$ cat config.mk
export PLATFORM = sky130hd
export DESIGN_NAME = serial_carry_adder
export DESIGN_NICKNAME = d
export VERILOG_FILES = /design/src/rtl/serial_carry_adder.sv
export SDC_FILE = /design/constraint.sdc
export NUM_CORES = 1
export LEC_CHECK = 0
export CORE_MARGIN = 1
export CORE_UTILIZATION = 51
export CTS_CLUSTER_SIZE = 12
export DETAILED_ROUTE_END_ITERATION = 12
export HOLD_SLACK_MARGIN = 0.15
export PLACE_DENSITY = 0.77
export SLEW_MARGIN = 20
export SYNTH_ARGS = -nofsm -noshare
export SYNTH_HDL_FRONTEND = slang
export SYNTH_SLANG_ARGS = --single-unit
$ cat constraint.sdc
create_clock -name clk -period 1.7 [get_ports clk]
set_input_delay 0.51 -clock clk [delete_from_list [all_inputs] [get_ports clk]]
set_output_delay 0.51 -clock clk [all_outputs]
set_load 0.02 [all_outputs]
$ cat src/rtl/serial_carry_adder.sv
// Bit-serial adder: computes a + b + c_in one bit per clock, LSB first,
// through a single registered full-adder slice behind a start/busy/done handshake.
module serial_carry_adder #(
    parameter int WIDTH = 4
) (
    input  logic             clk,
    input  logic             rst,
    input  logic             start,
    input  logic [WIDTH-1:0] a,
    input  logic [WIDTH-1:0] b,
    input  logic             c_in,
    output logic             busy,
    output logic             done,
    output logic [WIDTH-1:0] sum,
    output logic             c_out
);

    localparam logic [1:0] S_IDLE  = 2'd0;
    localparam logic [1:0] S_SHIFT = 2'd1;
    localparam logic [1:0] S_DONE  = 2'd2;

    localparam int CW = $clog2(WIDTH);
    localparam logic [CW-1:0] LAST = CW'(WIDTH - 1);

    logic [1:0]       r_state;
    logic [WIDTH-1:0] r_a;
    logic [WIDTH-1:0] r_b;
    logic             r_carry;
    logic [WIDTH-2:0] r_res;
    logic [CW-1:0]    r_cnt;
    logic [WIDTH-1:0] r_sum;
    logic             r_cout;

    logic             w_s;
    logic             w_c;
    logic [WIDTH-1:0] w_res_next;

    assign w_s = r_a[0] ^ r_b[0] ^ r_carry;
    assign w_c = (r_a[0] & r_b[0]) | (r_a[0] & r_carry) | (r_b[0] & r_carry);
    // New bit enters at the top; after WIDTH shifts bit 0 of the result sits at the bottom.
    assign w_res_next = {w_s, r_res};

    always_ff @(posedge clk or posedge rst) begin
        if (rst) begin
            r_state <= S_IDLE;
            r_a     <= '0;
            r_b     <= '0;
            r_carry <= 1'b0;
            r_res   <= '0;
            r_cnt   <= '0;
            r_sum   <= '0;
            r_cout  <= 1'b0;
        end else begin
            case (r_state)
                S_IDLE, S_DONE: begin
                    if (start) begin
                        r_a     <= a;
                        r_b     <= b;
                        r_carry <= c_in;
                        r_cnt   <= '0;
                        r_state <= S_SHIFT;
                    end else begin
                        r_state <= S_IDLE;
                    end
                end
                S_SHIFT: begin
                    r_a     <= r_a >> 1;
                    r_b     <= r_b >> 1;
                    r_carry <= w_c;
                    r_res   <= w_res_next[WIDTH-1:1];
                    r_cnt   <= r_cnt + 1'b1;
                    if (r_cnt == LAST) begin
                        r_sum   <= w_res_next;
                        r_cout  <= w_c;
                        r_state <= S_DONE;
                    end
                end
                default: r_state <= S_IDLE;
            endcase
        end
    end

    assign busy  = (r_state == S_SHIFT);
    assign done  = (r_state == S_DONE);
    assign sum   = r_sum;
    assign c_out = r_cout;

endmodule

# Word level (Yosys, flattened, before mapping)

Cells that the tools add are included.

$add $sub $neg: 1
Multiply operators: 0
Divide/modulo/power cells: 0
$lt $le $gt $ge: 0
Eq/ne operators: 5
Shift-type cells: 0
Muxes and demuxes: 11
Bitwise logic cells: 7
Reductions and logical operators: 5

Operator list:

| cell                | number |
|---|---|
| $pmux 4 s2          | 2 |
| $mux 4              | 2 |
| $pmux 2 s2          | 2 |
| $eq 2x2->1 const B  | 2 |
| $mux 2              | 2 |
| $reduce_and 2->1    | 2 |
| $and 1x1->1         | 3 |
| $add 2x1->2 const B | 1 |
| $eq 2x1->1 const B  | 1 |
| $logic_not 2->1     | 1 |
| $mux 1              | 2 |
| $ne 2x1->1 const B  | 1 |
| $ne 2x2->1 const B  | 1 |
| $or 1x1->1          | 2 |
| $pmux 1 s2          | 1 |
| $reduce_bool 2->1   | 1 |
| $reduce_or 2->1     | 1 |
| $xor 1x1->1         | 2 |

Flip-flop bits (word level): 21
Latch bits: 0
RAM bits: 0
Memory bits (read-only): 0
Bits of input ports: 12
Output and inout bits: 7
Logic and storage cells: 37
Memories kept: 0

# Depth between registers and ports, before layout

Gate-level depths: netlist of the first run.

Depth after elaboration: 4
Mapped depth: 4
Gate-level depth less buffers: 3

# Worst setup path after synthesis of the first run

OpenSTA, ideal clock, no wires.

Path type: register to output
Start: register r_state[1]
End: output done
Arrival time: 935 ps
Data required time: 1190 ps
Path slack: 255 ps
Stages on the path, launching flop included: 4
Buffers on the path: 2
Path through: dfrtp_1 buf_6 buf_6 nor2b_1

Longest elaborated chain between the ends: 1

RTL lines:

| element                | line | text |
|---|---|---|
| from (decl)            | 25   | `logic [1:0] r_state;` |
| from (signal assigned) | 45   | `r_state <= S_IDLE;` |
| from (signal assigned) | 61   | `r_state <= S_SHIFT;` |
| from (signal assigned) | 63   | `r_state <= S_IDLE;` |
| $eq 2x2->1             | 84   | `assign done = (r_state == S_DONE);` |
| to (decl)              | 13   | `output logic done,` |

Every way passes these cells.

# Final worst setup path of the first run

Start: register r_state[1]
End: output busy

Longest elaborated chain between the ends: 1

RTL lines:

| element    | line | text |
|---|---|---|
| $eq 2x1->1 | 83   | `assign busy = (r_state == S_SHIFT);` |
| to (decl)  | 12   | `output logic busy,` |

Every way passes these cells.

==> results of run 1 <==
placed cells by master (no fill, tap or decap), types with 2 or more instances in the layout:
cell type | Yosys | layout
dfrtp_1 | 21 | 21
inv_1 | 2 | 2
clkdlybuf4s50_1 | 0 | 11
buf_4 | 2 | 7
dlygate4sd2_1 | 0 | 5
o21ai_0 | 2 | 2
clkbuf_4 | 0 | 3
mux2i_1 | 23 | 23
nand3_1 | 2 | 2
mux2_4 | 6 | 6
mux2_2 | 4 | 4
nor2_1 | 2 | 2
critical path: cells and delay by family (launching register included):
family                 cells  cell delay (ns)
AND/OR/NAND/NOR            1             0.14
buffers and inverters      1             0.26
flip-flops                 1             0.45
per-layer routing:
metal / track usage [%] / share of wire [%] / vias up
li1: - / - / 320
met1: 21.8 / 42 / 332
met2: 33.8 / 53 / 15
met3: 6.04 / 3.2 / 4
met4: 5.00 / 1.5 / 0
met5: 0 / 0 / -
stage by stage:
step                instances  total power (W)  area (um^2)  setup slack (ns)  util [%]
finish                    128          0.00229         1340            0.0367      68.0
global route              128          0.00245         1340           -0.0108      68.0
CTS                       127          0.00232         1330            0.0357      68.0
detailed placement        122          0.00210         1300            0.0264      66.4
global placement          122          0.00203         1300            0.0458      66.4
floorplan                  76          0.00174         1070             0.255         -
power breakdown:
part / internal (W) / leakage (nW) / total (W) / switching [W]
Sequential: 0.000726 / 0.263 / 0.000899 / 0.000173
Combinational: 0.000658 / 0.394 / 0.00115 / 0.000491
Clock: 0.0000878 / 0.0177 / 0.000242 / 0.000154
Total: 0.00147 / 0.674 / 0.00229 / 0.000818
state kept, by name (all words and copies together) (netlist names):
signal	count
r_a	4
r_b	4
sum	4
r_res	3
r_cnt	2
r_state	2
c_out	1
r_carry	1
final cells by class:
type                       count  area [um^2]
clock inverter                 1         5.00
tap                           27         33.8
clock buffer                   3         22.5
fill                         175          627
timing repair buffer          26          243
sequential                    21          526
inverter                       2         7.51
multi-input combinational     48          498
logic make-up (layout without fill, tap and decap cells):
family / Yosys count / count (layout) / share of synthesized area [%]
multiplexers: 33 / 33 / 34.0
flip-flops: 21 / 21 / 49.0
AND/OR/NAND/NOR: 8 / 8 / 6.06
buffers and inverters: 7 / 32 / 4.66
AO/OA/AOI/OAI: 4 / 4 / 2.45
adder cells (fa/ha/maj): 2 / 2 / 3.03
XOR/XNOR: 1 / 1 / 0.816
repair_timing:
action / CTS / global route
gates resized for setup: 11 / 1
buffers inserted: 1 / 1
endpoints found under the setup margin: 7 / 2
final timing paths:
kind / to / slack, ns / cells past startpoint
max in group asynchronous: c_out$_DFFE_PP0P_ / 0.95 / 3
hold / removal: sum[3]$_DFFE_PP0P_ / 0.52 / 1
setup reg to reg: sum[3]$_DFFE_PP0P_ / 0.14 / 5
min in group asynchronous: sum[1]$_DFFE_PP0P_ / 0.53 / 3
setup / recovery: busy / 0.04 / 2
hold reg to reg: sum[3]$_DFFE_PP0P_ / 0.52 / 1
cells in the mapped netlist, drive strengths merged:
cell type and number:
a21o 1, a22o 1, buf 5, dfrtp 21, fa 1, ha 1, inv 2, mux2 10
mux2i 23, nand3 2, nand3b 1, nor2 2, nor2b 2, nor3b 1, o21ai 2, xnor2 1
==> flow_summary_export.csv, run 1 <==
group,metric,value,unit
outcome,status,"finished clean",
detailed_routing,ant_nets,0,
floorplanning,start_util,54.7,%
clock_network,cts_root_buf,"clkbuf_4",
timing,timing.fmax,601,MHz
logic_synthesis,syn_inst,76,
clock_network,htree_levels,1,
hold_path,hold_start,"sum[3]$_DFFE_PP0P_",
detailed_routing,routed_wl,1890,um
setup_path,crit_type,"reg2out",
clock_network,cts_buffer_depth,2,
setup_path,cp_slowest_stage_delay,0.45,ns
setup_path,cp_max_fo,3,
logic_synthesis,syn_area,1070,um^2
clock_network,clkTransAtPathRegs,0.12,ns
global_routing,antenna_found_initial,0,
cells_and_area,layout-drive-gt1-share,25.7,%
hold_path,hp-class,"reg2reg",
floorplanning,dieWidth,47.9,um
detailed_routing,drtIter0Drc,1,
clock_network,clock-sinks,21,
timing,fin_crit,1.66,ns
detailed_routing,wl_per_cell,14.8,um
global_routing,grt_usage,19.0,%
floorplanning,die_h,47.9,um
placed_design,gp_congestion,0.703,
global_routing,grt_pass1_wl,2930,um
detailed_routing,routed_via_density,5.24,
setup_path,startpoint_type,"flip-flop",
logic_synthesis,ys_ff_latch,21,
floorplanning,io_pins,19,
placed_design,post-dp-hpwl,1400,um
cells_and_area,num_antenna_cells,0,
clock_network,numCtsBuffers,3,
timing,fin_crit_sh,97.8,%
floorplanning,dieArea,2290,um^2
global_routing,grt_start_max_net_pins,22,
timing,clock_skew,0.00510,ns
timing,finalSetupViolations,0,
timing,hold-worst-slack,0.517,ns
logic_synthesis,yosysUniqueCellTypes,20,
timing,slew_headroom,82.2,%
global_routing,grt-ovfl-total,0,
global_routing,grt_pass1_vias,681,
power,leakage,0.674,nW
logic_synthesis,yosysSeqAreaShare,49.0,%
setup_path,endpoint_kind,"output pin",
detailed_routing,via_count,671,
clock_network,cts_tree,"built",
floorplanning,rows,16,
power,ir_drop,1.22,mV
placed_design,portBuffers,18,
setup_path,cp_data_arrival_time,1.15,ns
clock_network,cts-hold-fix-buffers,0,
cells_and_area,synthToLayoutAreaGrowth,24.4,%
run,drv_cap,0,
logic_synthesis,synth.avg_cell_area,14.1,um^2
timing,setup_tns,0,ns
detailed_routing,firstDrtPassIters,4,
logic_synthesis,netlist.area_leader.share,49.0,%
logic_synthesis,yosysTopAreaCell,"dfrtp_1",
logic_synthesis,syn-num-nets,90,
power,power_density,1720,nW/um^2
setup_path,reg2reg_from,"r_state[1]$_DFFE_PP0P_",
timing,tightest_slew,0.266,ns
cells_and_area,fin_nets,116,
clock_network,worstSkewPairLatency,0.30,ns
logic_synthesis,yosys-top-cells-area,"dfrtp_1 (49%), mux2i_1 (21%), mux2_4 (8.4%)",
logic_synthesis,synth_warnings,0,
timing,hold_viol_final,0,
setup_path,critical_path.cell_chain,"nor2b_4 > clkdlybuf4s15_2",
floorplanning,core,1960,um^2
timing,slew_violations,0,
setup_path,crit_start,"r_state[1]$_DFFE_PP0P_",
setup_path,required,1.19,ns
detailed_routing,drt_drc_violations_left,0,
setup_path,cpMaxStageDelayCell,"dfrtp_1",
Power figures use the tool's default switching activity.
==> run 2, diff against run 1 <==
- RECOVER_POWER: unset -> 50
- SLEW_MARGIN: 20 -> unset
==> flow_summary_export.csv, run 2 (synthesis results as in run 1) <==
group,metric,value,unit
outcome,status,"finished clean",
power,power_density,1740,nW/um^2
detailed_routing,via_count,684,
timing,finalSetupViolations,0,
clock_network,htree_levels,1,
detailed_routing,ant_nets,0,
power,leakage,0.665,nW
clock_network,numCtsBuffers,3,
setup_path,cp_max_fo,3,
cells_and_area,final_common_cell,"mux2i_1",
global_routing,grt_usage,19.0,%
timing,slew_headroom,65.3,%
detailed_routing,wl_per_cell,14.9,um
global_routing,grt-ovfl-total,0,
placed_design,post-dp-hpwl,1400,um
floorplanning,rows,16,
detailed_routing,firstDrtPassIters,2,
timing,fin_crit,1.66,ns
global_routing,grt_pass1_vias,681,
cells_and_area,synthToLayoutAreaGrowth,22.4,%
floorplanning,core,1960,um^2
setup_path,r2r-end,"c_out$_DFFE_PP0P_",
power,p_total,0.00228,W
clock_network,cts_tree,"built",
power,ir_drop,1.21,mV
cells_and_area,fin_nets,116,
setup_path,cp_data_arrival_time,1.15,ns
placed_design,dpl_cell_area,1300,um^2
detailed_routing,routed_via_density,5.34,
timing,hold-worst-slack,0.517,ns
timing,timing.fmax,602,MHz
cells_and_area,num_antenna_cells,0,
floorplanning,die_h,47.9,um
floorplanning,start_util,54.7,%
floorplanning,dieArea,2290,um^2
setup_path,startpoint_type,"flip-flop",
setup_path,endpoint_kind,"output pin",
setup_path,cp-endpoint,"busy",
floorplanning,io_pins,19,
cells_and_area,layout-drive-gt1-share,24.8,%
timing,fin_crit_sh,97.8,%
detailed_routing,routed_wl,1910,um
global_routing,grt_start_max_net_pins,22,
cells_and_area,final_util,67.0,%
timing,clock_skew,0.00630,ns
cells_and_area,fin_area,1310,um^2
clock_network,cts-hold-fix-buffers,0,
setup_path,reg2reg_from,"r_state[1]$_DFFE_PP0P_",
floorplanning,dieWidth,47.9,um
cells_and_area,ff_latch_area,526,um^2
hold_path,hp-class,"reg2reg",
setup_path,regToRegSetupSlack,0.13,ns
global_routing,antenna_found_initial,0,
clock_network,cts_root_buf,"clkbuf_4",
setup_path,crit_start,"r_state[1]$_DFFE_PP0P_",
setup_path,crit_type,"reg2out",
setup_path,reg2regPathDepth,5,
placed_design,pre_cts_slack,0.0264,ns
timing,worst_slack,0.0380,ns
clock_network,cts_buffer_depth,2,
global_routing,grt_pass1_wl,2930,um
cells_and_area,n_fill_cell,179,
timing,slew_violations,0,
cells_and_area,mostFrequentLayoutCells,"mux2i_1 (23), dfrtp_1 (21), clkdlybuf4s50_1 (10)",
cells_and_area,multi_input_area,498,um^2
detailed_routing,drt_drc_violations_left,0,
placed_design,gp_congestion,0.703,
clock_network,clkTransAtPathRegs,0.12,ns
timing,tightest_slew,0.520,ns
run,drv_cap,0,
placed_design,portBuffers,18,
timing,hold_viol_final,0,
detailed_routing,drtIter0Drc,3,
clock_network,clock-sinks,21,
clock_network,worstSkewPairLatency,0.31,ns
setup_path,required,1.19,ns
run 2: worst min path at each step:
stage,from,endpoint,slack [ns],cells past startpoint
after global routing,sum[3]$_DFFE_PP0P_,sum[3]$_DFFE_PP0P_,0.54,1
after global placement,sum[3]$_DFFE_PP0P_,sum[3]$_DFFE_PP0P_,0.49,1
after CTS,sum[3]$_DFFE_PP0P_,sum[3]$_DFFE_PP0P_,0.52,1
after floorplan,r_res[0]$_DFFE_PP0P_,sum[0]$_DFFE_PP0P_,0.48,1
after detailed placement,sum[3]$_DFFE_PP0P_,sum[3]$_DFFE_PP0P_,0.49,1
final,sum[3]$_DFFE_PP0P_,sum[3]$_DFFE_PP0P_,0.52,1
run 2: cell type report:
cell class | count | share of cell area (%)
Clock buffer | 3 | 1.71
Multi-Input combinational cell | 48 | 37.9
Sequential cell | 21 | 40.0
Tap cell | 27 | 2.57
Timing Repair Buffer | 26 | 16.9
Inverter | 2 | 0.571
Clock inverter | 1 | 0.381
run 2: metal layers:
layer | GRT usage (%) | vias up | routed length [um]
met2 | 33.8 | 17 | 981
met3 | 6.04 | 4 | 68
li1 | - | 316 | -
met1 | 21.8 | 347 | 828
met5 | 0 | - | 0
met4 | 5.00 | 0 | 29
run 2: timing repair:
action | in CTS | in global routing
pin swaps | 0 | 0
setup endpoints to repair | 7 | 2
resized for setup | 11 | 1
buffers inserted | 1 | 1
run 2: critical path, stage by stage, from the launching register on:
cell	delay [ns]
dfrtp_1	0.45
nor2b_4	0.13
clkdlybuf4s15_2	0.26
run 2: where the power goes:
group / switching, W / internal [W] / leakage [nW]
Clock: 0.000156 / 0.0000879 / 0.0177
Combinational: 0.000496 / 0.000643 / 0.385
Sequential: 0.000171 / 0.000726 / 0.263
run 2: through the flow:
| stage | std cells | setup TNS (ns) |
|---|---|---|
| 3_3_place_gp | 122 | 0 |
| 2_1_floorplan | 76 | 0 |
| 3_5_place_dp | 122 | 0 |
| 5_1_grt | 128 | -0.00835 |
| 6_report | 128 | 0 |
| 4_1_cts | 127 | 0 |
